`src/rtl/jump_ctrl_if.sv`:
```
// Control bundle between the instruction sequencer and the datapath.
// The sequencer drives the strobes; the datapath side supplies run/opcode/con_ff.
interface jump_ctrl_if #(
  parameter int unsigned NREGS = 16
);
  logic             run;
  logic [4:0]       opcode;
  logic             con_ff;

  logic             pc_out, mar_in, inc_pc, z_in, zlo_out, read, mdr_in, mdr_out, ir_in;
  logic             gra, grb, rout, y_in, c_out, con_in, pc_in;
  logic [NREGS-1:0] link_in;
  logic [4:0]       ops;
  logic [3:0]       step;
  logic             busy, instr_done, illegal;

  modport master (
    input  run, opcode, con_ff,
    output pc_out, mar_in, inc_pc, z_in, zlo_out, read, mdr_in, mdr_out, ir_in,
    output gra, grb, rout, y_in, c_out, con_in, pc_in, link_in, ops, step,
    output busy, instr_done, illegal
  );

  modport slave (
    output run, opcode, con_ff,
    input  pc_out, mar_in, inc_pc, z_in, zlo_out, read, mdr_in, mdr_out, ir_in,
    input  gra, grb, rout, y_in, c_out, con_in, pc_in, link_in, ops, step,
    input  busy, instr_done, illegal
  );
endinterface

```
`src/rtl/jump_ctrl.sv`:
```
// Control-step sequencer for fetch plus jr/jal/branch execution (T0..T6).
// Strobes are decoded from the registered step, so reset clears them immediately.
module jump_ctrl #(
  parameter int unsigned NREGS    = 16,
  parameter int unsigned LINK_REG = 15,
  parameter int unsigned READ_LAT = 1,
  parameter logic [4:0]  OP_JR    = 5'b10100,
  parameter logic [4:0]  OP_JAL   = 5'b10011,
  parameter logic [4:0]  OP_BR    = 5'b10010,
  parameter logic [4:0]  ADD_OP   = 5'd3
) (
  input logic         clock,
  input logic         clear,
  jump_ctrl_if.master bus
);

  typedef enum logic [3:0] {
    StIdle = 4'd0,
    StT0   = 4'd1,
    StT1   = 4'd2,
    StT2   = 4'd3,
    StT3   = 4'd4,
    StT4   = 4'd5,
    StT5   = 4'd6,
    StT6   = 4'd7
  } state_e;

  localparam logic [3:0]       CntInit  = 4'(READ_LAT - 1);
  localparam logic [NREGS-1:0] LinkMask = {{(NREGS-1){1'b0}}, 1'b1} << LINK_REG;

  state_e     state_q;
  logic [3:0] cnt_q;
  logic [4:0] op_q;

  logic   is_jr, is_jal, is_br;
  state_e after_last;

  always_comb begin
    is_jr      = (bus.opcode == OP_JR);
    is_jal     = (bus.opcode == OP_JAL);
    is_br      = (bus.opcode == OP_BR);
    after_last = bus.run ? StT0 : StIdle;
  end

  always_ff @(posedge clock or negedge clear) begin
    if (!clear) begin
      state_q <= StIdle;
      cnt_q   <= 4'd0;
      op_q    <= 5'd0;
    end else begin
      case (state_q)
        StIdle: if (bus.run) state_q <= StT0;
        StT0: begin
          state_q <= StT1;
          cnt_q   <= CntInit;
        end
        StT1: begin
          if (cnt_q == 4'd0) state_q <= StT2;
          else               cnt_q   <= cnt_q - 4'd1;
        end
        StT2: state_q <= StT3;
        StT3: begin
          // Latch the opcode so T4..T6 are immune to IR changes.
          op_q    <= bus.opcode;
          state_q <= (is_jal || is_br) ? StT4 : after_last;
        end
        StT4:    state_q <= (op_q == OP_JAL) ? after_last : StT5;
        StT5:    state_q <= StT6;
        StT6:    state_q <= after_last;
        default: state_q <= StIdle;
      endcase
    end
  end

  always_comb begin
    bus.pc_out     = 1'b0;
    bus.mar_in     = 1'b0;
    bus.inc_pc     = 1'b0;
    bus.z_in       = 1'b0;
    bus.zlo_out    = 1'b0;
    bus.read       = 1'b0;
    bus.mdr_in     = 1'b0;
    bus.mdr_out    = 1'b0;
    bus.ir_in      = 1'b0;
    bus.gra        = 1'b0;
    bus.grb        = 1'b0;
    bus.rout       = 1'b0;
    bus.y_in       = 1'b0;
    bus.c_out      = 1'b0;
    bus.con_in     = 1'b0;
    bus.pc_in      = 1'b0;
    bus.link_in    = '0;
    bus.ops        = 5'd0;
    bus.illegal    = 1'b0;
    bus.instr_done = 1'b0;
    bus.step       = state_q;
    bus.busy       = (state_q != StIdle);
    case (state_q)
      StT0: begin
        bus.pc_out = 1'b1;
        bus.mar_in = 1'b1;
        bus.inc_pc = 1'b1;
        bus.z_in   = 1'b1;
      end
      StT1: begin
        bus.zlo_out = 1'b1;
        bus.read    = 1'b1;
        bus.mdr_in  = 1'b1;
      end
      StT2: begin
        bus.mdr_out = 1'b1;
        bus.ir_in   = 1'b1;
      end
      StT3: begin
        if (is_jr) begin
          bus.gra        = 1'b1;
          bus.rout       = 1'b1;
          bus.pc_in      = 1'b1;
          bus.instr_done = 1'b1;
        end else if (is_jal) begin
          bus.pc_out  = 1'b1;
          bus.link_in = LinkMask;
        end else if (is_br) begin
          bus.gra    = 1'b1;
          bus.rout   = 1'b1;
          bus.con_in = 1'b1;
        end else begin
          bus.illegal    = 1'b1;
          bus.instr_done = 1'b1;
        end
      end
      StT4: begin
        bus.rout = 1'b1;
        if (op_q == OP_JAL) begin
          bus.gra        = 1'b1;
          bus.pc_in      = 1'b1;
          bus.instr_done = 1'b1;
        end else begin
          bus.grb  = 1'b1;
          bus.y_in = 1'b1;
        end
      end
      StT5: begin
        bus.c_out = 1'b1;
        bus.ops   = ADD_OP;
        bus.z_in  = 1'b1;
      end
      StT6: begin
        bus.zlo_out    = 1'b1;
        bus.pc_in      = bus.con_ff;
        bus.instr_done = 1'b1;
      end
      default: ;
    endcase
  end

endmodule

```
`src/flat_wrapper.sv`:
```
// flat-port wrapper written by rule: the top's interface ports become plain ports
module jump_ctrl_flat 
#(
  parameter int unsigned NREGS    = 16,
  parameter int unsigned LINK_REG = 15,
  parameter int unsigned READ_LAT = 1,
  parameter logic [4:0]  OP_JR    = 5'b10100,
  parameter logic [4:0]  OP_JAL   = 5'b10011,
  parameter logic [4:0]  OP_BR    = 5'b10010,
  parameter logic [4:0]  ADD_OP   = 5'd3
)
  (clock, clear, bus_run, bus_opcode, bus_con_ff, bus_pc_out, bus_mar_in, bus_inc_pc, bus_z_in, bus_zlo_out, bus_read, bus_mdr_in, bus_mdr_out, bus_ir_in, bus_gra, bus_grb, bus_rout, bus_y_in, bus_c_out, bus_con_in, bus_pc_in, bus_link_in, bus_ops, bus_step, bus_busy, bus_instr_done, bus_illegal);
  jump_ctrl_if #(.NREGS(NREGS)) bus_i ();
  input logic clock;
  input logic clear;
  input wire logic [$bits(bus_i.run)-1:0] bus_run;
  input wire logic [$bits(bus_i.opcode)-1:0] bus_opcode;
  input wire logic [$bits(bus_i.con_ff)-1:0] bus_con_ff;
  output wire logic [$bits(bus_i.pc_out)-1:0] bus_pc_out;
  output wire logic [$bits(bus_i.mar_in)-1:0] bus_mar_in;
  output wire logic [$bits(bus_i.inc_pc)-1:0] bus_inc_pc;
  output wire logic [$bits(bus_i.z_in)-1:0] bus_z_in;
  output wire logic [$bits(bus_i.zlo_out)-1:0] bus_zlo_out;
  output wire logic [$bits(bus_i.read)-1:0] bus_read;
  output wire logic [$bits(bus_i.mdr_in)-1:0] bus_mdr_in;
  output wire logic [$bits(bus_i.mdr_out)-1:0] bus_mdr_out;
  output wire logic [$bits(bus_i.ir_in)-1:0] bus_ir_in;
  output wire logic [$bits(bus_i.gra)-1:0] bus_gra;
  output wire logic [$bits(bus_i.grb)-1:0] bus_grb;
  output wire logic [$bits(bus_i.rout)-1:0] bus_rout;
  output wire logic [$bits(bus_i.y_in)-1:0] bus_y_in;
  output wire logic [$bits(bus_i.c_out)-1:0] bus_c_out;
  output wire logic [$bits(bus_i.con_in)-1:0] bus_con_in;
  output wire logic [$bits(bus_i.pc_in)-1:0] bus_pc_in;
  output wire logic [$bits(bus_i.link_in)-1:0] bus_link_in;
  output wire logic [$bits(bus_i.ops)-1:0] bus_ops;
  output wire logic [$bits(bus_i.step)-1:0] bus_step;
  output wire logic [$bits(bus_i.busy)-1:0] bus_busy;
  output wire logic [$bits(bus_i.instr_done)-1:0] bus_instr_done;
  output wire logic [$bits(bus_i.illegal)-1:0] bus_illegal;
  assign bus_i.run = bus_run;
  assign bus_i.opcode = bus_opcode;
  assign bus_i.con_ff = bus_con_ff;
  assign bus_pc_out = bus_i.pc_out;
  assign bus_mar_in = bus_i.mar_in;
  assign bus_inc_pc = bus_i.inc_pc;
  assign bus_z_in = bus_i.z_in;
  assign bus_zlo_out = bus_i.zlo_out;
  assign bus_read = bus_i.read;
  assign bus_mdr_in = bus_i.mdr_in;
  assign bus_mdr_out = bus_i.mdr_out;
  assign bus_ir_in = bus_i.ir_in;
  assign bus_gra = bus_i.gra;
  assign bus_grb = bus_i.grb;
  assign bus_rout = bus_i.rout;
  assign bus_y_in = bus_i.y_in;
  assign bus_c_out = bus_i.c_out;
  assign bus_con_in = bus_i.con_in;
  assign bus_pc_in = bus_i.pc_in;
  assign bus_link_in = bus_i.link_in;
  assign bus_ops = bus_i.ops;
  assign bus_step = bus_i.step;
  assign bus_busy = bus_i.busy;
  assign bus_instr_done = bus_i.instr_done;
  assign bus_illegal = bus_i.illegal;
  jump_ctrl #(.NREGS(NREGS), .LINK_REG(LINK_REG), .READ_LAT(READ_LAT), .OP_JR(OP_JR), .OP_JAL(OP_JAL), .OP_BR(OP_BR), .ADD_OP(ADD_OP)) u_core (.clock(clock), .clear(clear), .bus(bus_i));
endmodule
```
`config.mk`:
```
export PLATFORM = sky130hd
export DESIGN_NAME = jump_ctrl_flat
export DESIGN_NICKNAME = d
export VERILOG_FILES = /design/src/rtl/jump_ctrl_if.sv /design/src/rtl/jump_ctrl.sv /design/src/flat_wrapper.sv
export SDC_FILE = /design/constraint.sdc
export NUM_CORES = 1
export LEC_CHECK = 0
export ABC_AREA = 0
export CAP_MARGIN = 30
export CORE_MARGIN = 2
export CORE_UTILIZATION = 35
export CTS_BUF_LIST = sky130_fd_sc_hd__clkbuf_16
export DETAILED_ROUTE_END_ITERATION = 8
export PLACE_DENSITY = 0.75
export REMOVE_ABC_BUFFERS = 1
export SYNTH_ARGS = -nofsm -noshare
export SYNTH_HDL_FRONTEND = slang
export SYNTH_SLANG_ARGS = --single-unit
```
`constraint.sdc`:
```
create_clock -name clock -period 1.52 [get_ports clock]
set_input_delay 0.304 -clock clock [delete_from_list [all_inputs] [get_ports clock]]
set_output_delay 0.304 -clock clock [all_outputs]
set_load 0.02 [all_outputs]
```
==> run summary <==
sw power -> 0.00122 W
Starting DRT DRC Count -> 10
largest net degree at the start of global routing -> 13
worst-skew pair later-pin latency -> 240 ps
Port Buffer Count -> 33
total die area -> 0.00333 sq mm
post-synthesis sequential area ratio -> 29.7%
width of the die -> 57.7 um
antenna diode count -> 0
WL final -> 2.67 mm
Levels on crit path -> 5
Vias -> 976
Leak -> 0.836 nW
Design Area, Final -> 0.00171 sq mm
dpl hpwl -> 1.98 mm
WL per Instance -> 13.1 um
Crit path required time -> 1220 ps
max cap viols -> 0
Relative slew margins -> 63.2%
Sw Share -> 38.7%
Worst R2R Path Depth -> 6
minimum clock period -> 1760 ps
Via density -> 4.78
Placer Congestion -> 0.854
PD cells -> 1840 mW/mm^2
GRT Total Usage -> 15.9%
placed inst area -> 0.00143 sq mm
Gate power share -> 67.1%
Mapped Area -> 0.00101 sq mm
remaining routing DRC violations -> 0
IO Pins -> 53
failing checks -> negative setup slack
Worst Setup Start Kind -> flip-flop
Crit path max-delay family -> flip-flops
Buf/Inv on CP -> 2
clk slew on worst S/H paths -> 40 ps
endpoints failing setup -> 23
Yosys reg bits -> 12
initial antenna violation count -> 0
P_int -> 0.00193 W
grt total ovfl -> 0
Avg Inst Size Synth -> 8.95 sq um
critical path, cell by cell -> nor3b_4 -> buf_4 -> nand3_2 -> o21ai_2 -> buf_6
Netlist cell types -> 37
Period Utilization, post-route -> 116%
first-pass GRT wire length -> 4.10 mm
slowest library cell on the worst path -> dfrtp_2
CTS tree -> built
setup_tns -> -2910 ps
Syn. warnings -> 0
CTS sink count -> 12
Gate Count Post-Synth -> 113
Syn-to-layout area delta -> 69.3%
Sequential Power Share -> 17.6%
post-synth top area share -> 29.7%
H-tree Lvls -> 1
vias in the first global route -> 972
setup slack after layout -> -241 ps
slew at the pin closest to its max-slew limit -> 551 ps
status -> finished, violations left
WP data arrival -> 1460 ps
CP endpoint kind -> output pin
Antenna Nets Post-Route -> 0
reg2reg setup slack -> -10 ps
Max Fclk -> 568 MHz
Fin. Hold Viols -> 0
Max stage delay on crit path -> 450 ps
worst-path fanout max -> 5
worst clock skew -> 1.54 ps
Pins Over Slew Limit -> 0
clock power share -> 15.4%
Worst Path Class, Setup -> flip-flop to output pin
drt pass-1 iters -> 4
Chip Height -> 57.7 um
RSZ-0062 raised after global routing -> yes
core area -> 0.00276 sq mm
# fillers -> 237
cell taking the most area after synthesis -> dfrtp_1
CTS Buf Count -> 3
top cells by area, synth -> dfrtp_1 (30%), buf_4 (19%), mux2_2 (5.6%), nand2_1 (3.7%), mux2i_1 (3.0%)
Nets -> 185
Tightest Hold Check Type -> primary input to asynchronous set/reset pin
Initial Util -> 36.7%
layout cells sized above 1 -> 56.6%
clk buf depth -> 2
Peak VDD IR -> 1.32 mV
Rows -> 19
Root Buffer -> clkbuf_16
-- per-layer routing --
metal	GRT usage, %	vias to the layer above	routed length, um
met3	3.79	7	192
met2	27.4	45	1370
met4	10.3	0	55
met1	17.3	453	1050
li1	-	471	-
met5	0	-	0
-- cell type report --
cell class | count | area (sq um) | share of cell area (%)
Timing Repair Buffer | 66 | 612 | 35.7
Sequential cell | 12 | 304 | 17.8
Inverter | 6 | 25.0 | 1.46
Clock inverter | 1 | 3.75 | 0.219
Tap cell | 31 | 38.8 | 2.27
Multi-Input combinational cell | 85 | 653 | 38.2
Clock buffer | 3 | 75.1 | 4.39
-- synthesized netlist by cell type --
library cell and n:
nor3b_2 1, mux2_2 5, or3b_4 2, buf_2 3, xor2_1 1, and3_1 1, buf_4 25, dfrtp_1 12
conb_1 1, nand2b_1 1, nand2_1 10, and3b_1 2, inv_1 6, a2111oi_2 1, nor2_1 4, and4bb_2 2
o21ai_0 4, nor3b_1 1, nor3_1 1, mux2i_1 3, nor3b_4 1, a31oi_1 1, or2_1 1, or2_2 2
nand3b_1 1, o211ai_1 2, nand4_1 2, nand3_1 5, and2_4 1, a21oi_1 3, o22ai_1 1, or3_1 1
and2_1 1, ha_1 2, or3b_2 1, a31o_2 1, a211oi_1 1
-- flip-flops by register name, indices dropped and copies added, names as in the netlist --
name,count
u_core.bus.step,3
u_core.cnt_q,4
u_core.op_q,5
-- cell usage in the layout, fill, tap and decap left out, types with 2 or more instances in the layout --
master,Yosys,final
buf_4,25,29
buf_6,0,24
conb_1,1,19
dfrtp_1,12,9
nand2_1,10,8
mux2_2,5,5
dlygate4sd2_1,0,5
inv_2,0,3
nand3_1,5,3
mux2i_1,3,3
clkbuf_16,0,3
clkdlybuf4s50_1,0,3
dfrtp_2,0,3
or3b_4,2,2
and3b_2,0,2
and4bb_2,2,2
and2_4,1,2
nor2_4,0,2
nor3b_4,1,2
a21oi_1,3,2
inv_1,6,2
nand4_1,2,2
o211ai_1,2,2
or2_4,0,2
nor2_1,4,2
o21ai_0,4,2
ha_1,2,2
clkdlybuf4s15_1,0,2
-- metrics by stage --
stage	std cells	worst slack [ps]	hold WS, ps	utilization, %	power (W)
global route	204	-313	469	62.1	0.00333
finish	204	-241	422	62.1	0.00316
floorplan	103	-465	8.41	-	0.00132
detailed placement	192	-821	481	52.0	0.00221
global placement	192	-779	465	52.0	0.00217
CTS	200	-239	439	57.6	0.00287
-- cell families (layout without fill, tap and decap cells) --
| group | after synthesis | after routing | share of synthesized area, % |
|---|---|---|---|
| xor+xnor | 1 | 1 | 0.866 |
| other cells | 1 | 19 | 0.371 |
| mux | 8 | 8 | 8.54 |
| buf+inv | 34 | 76 | 22.3 |
| fa+ha+maj | 2 | 2 | 2.47 |
| flops | 12 | 12 | 29.7 |
| simple gates | 41 | 41 | 26.5 |
| compound gates | 14 | 14 | 9.28 |
-- path summary, 6_finish.rpt --
| path | from | to |
|---|---|---|
| max | u_core.bus.step[1] | bus_gra |
| min | clear | u_core.cnt_q[1] |
| max reg2reg | u_core.bus.step[1] | u_core.cnt_q[1] |
| min reg2reg | u_core.cnt_q[3] | u_core.cnt_q[3] |
| max in group asynchronous | clear | u_core.bus.step[2] |
| min in group clock | u_core.cnt_q[3] | u_core.cnt_q[3] |
-- repair_timing --
action,in CTS,in global routing
pin swaps,11,10
setup endpoints to repair,26,24
setup buffers,5,6
hold buffers,0,0
gates resized for setup,155,25
-- power groups by stage --
stage / clock network (W) / registers [W] / logic [W]
2_1_floorplan: 0 / 0.000614 / 0.000704
3_3_place_gp: 0 / 0.000527 / 0.00164
3_5_place_dp: 0 / 0.000537 / 0.00167
4_1_cts: 0.000490 / 0.000543 / 0.00184
5_1_grt: 0.000509 / 0.000573 / 0.00224
6_report: 0.000486 / 0.000554 / 0.00212
No activity file was read; power rests on OpenSTA's default activity.
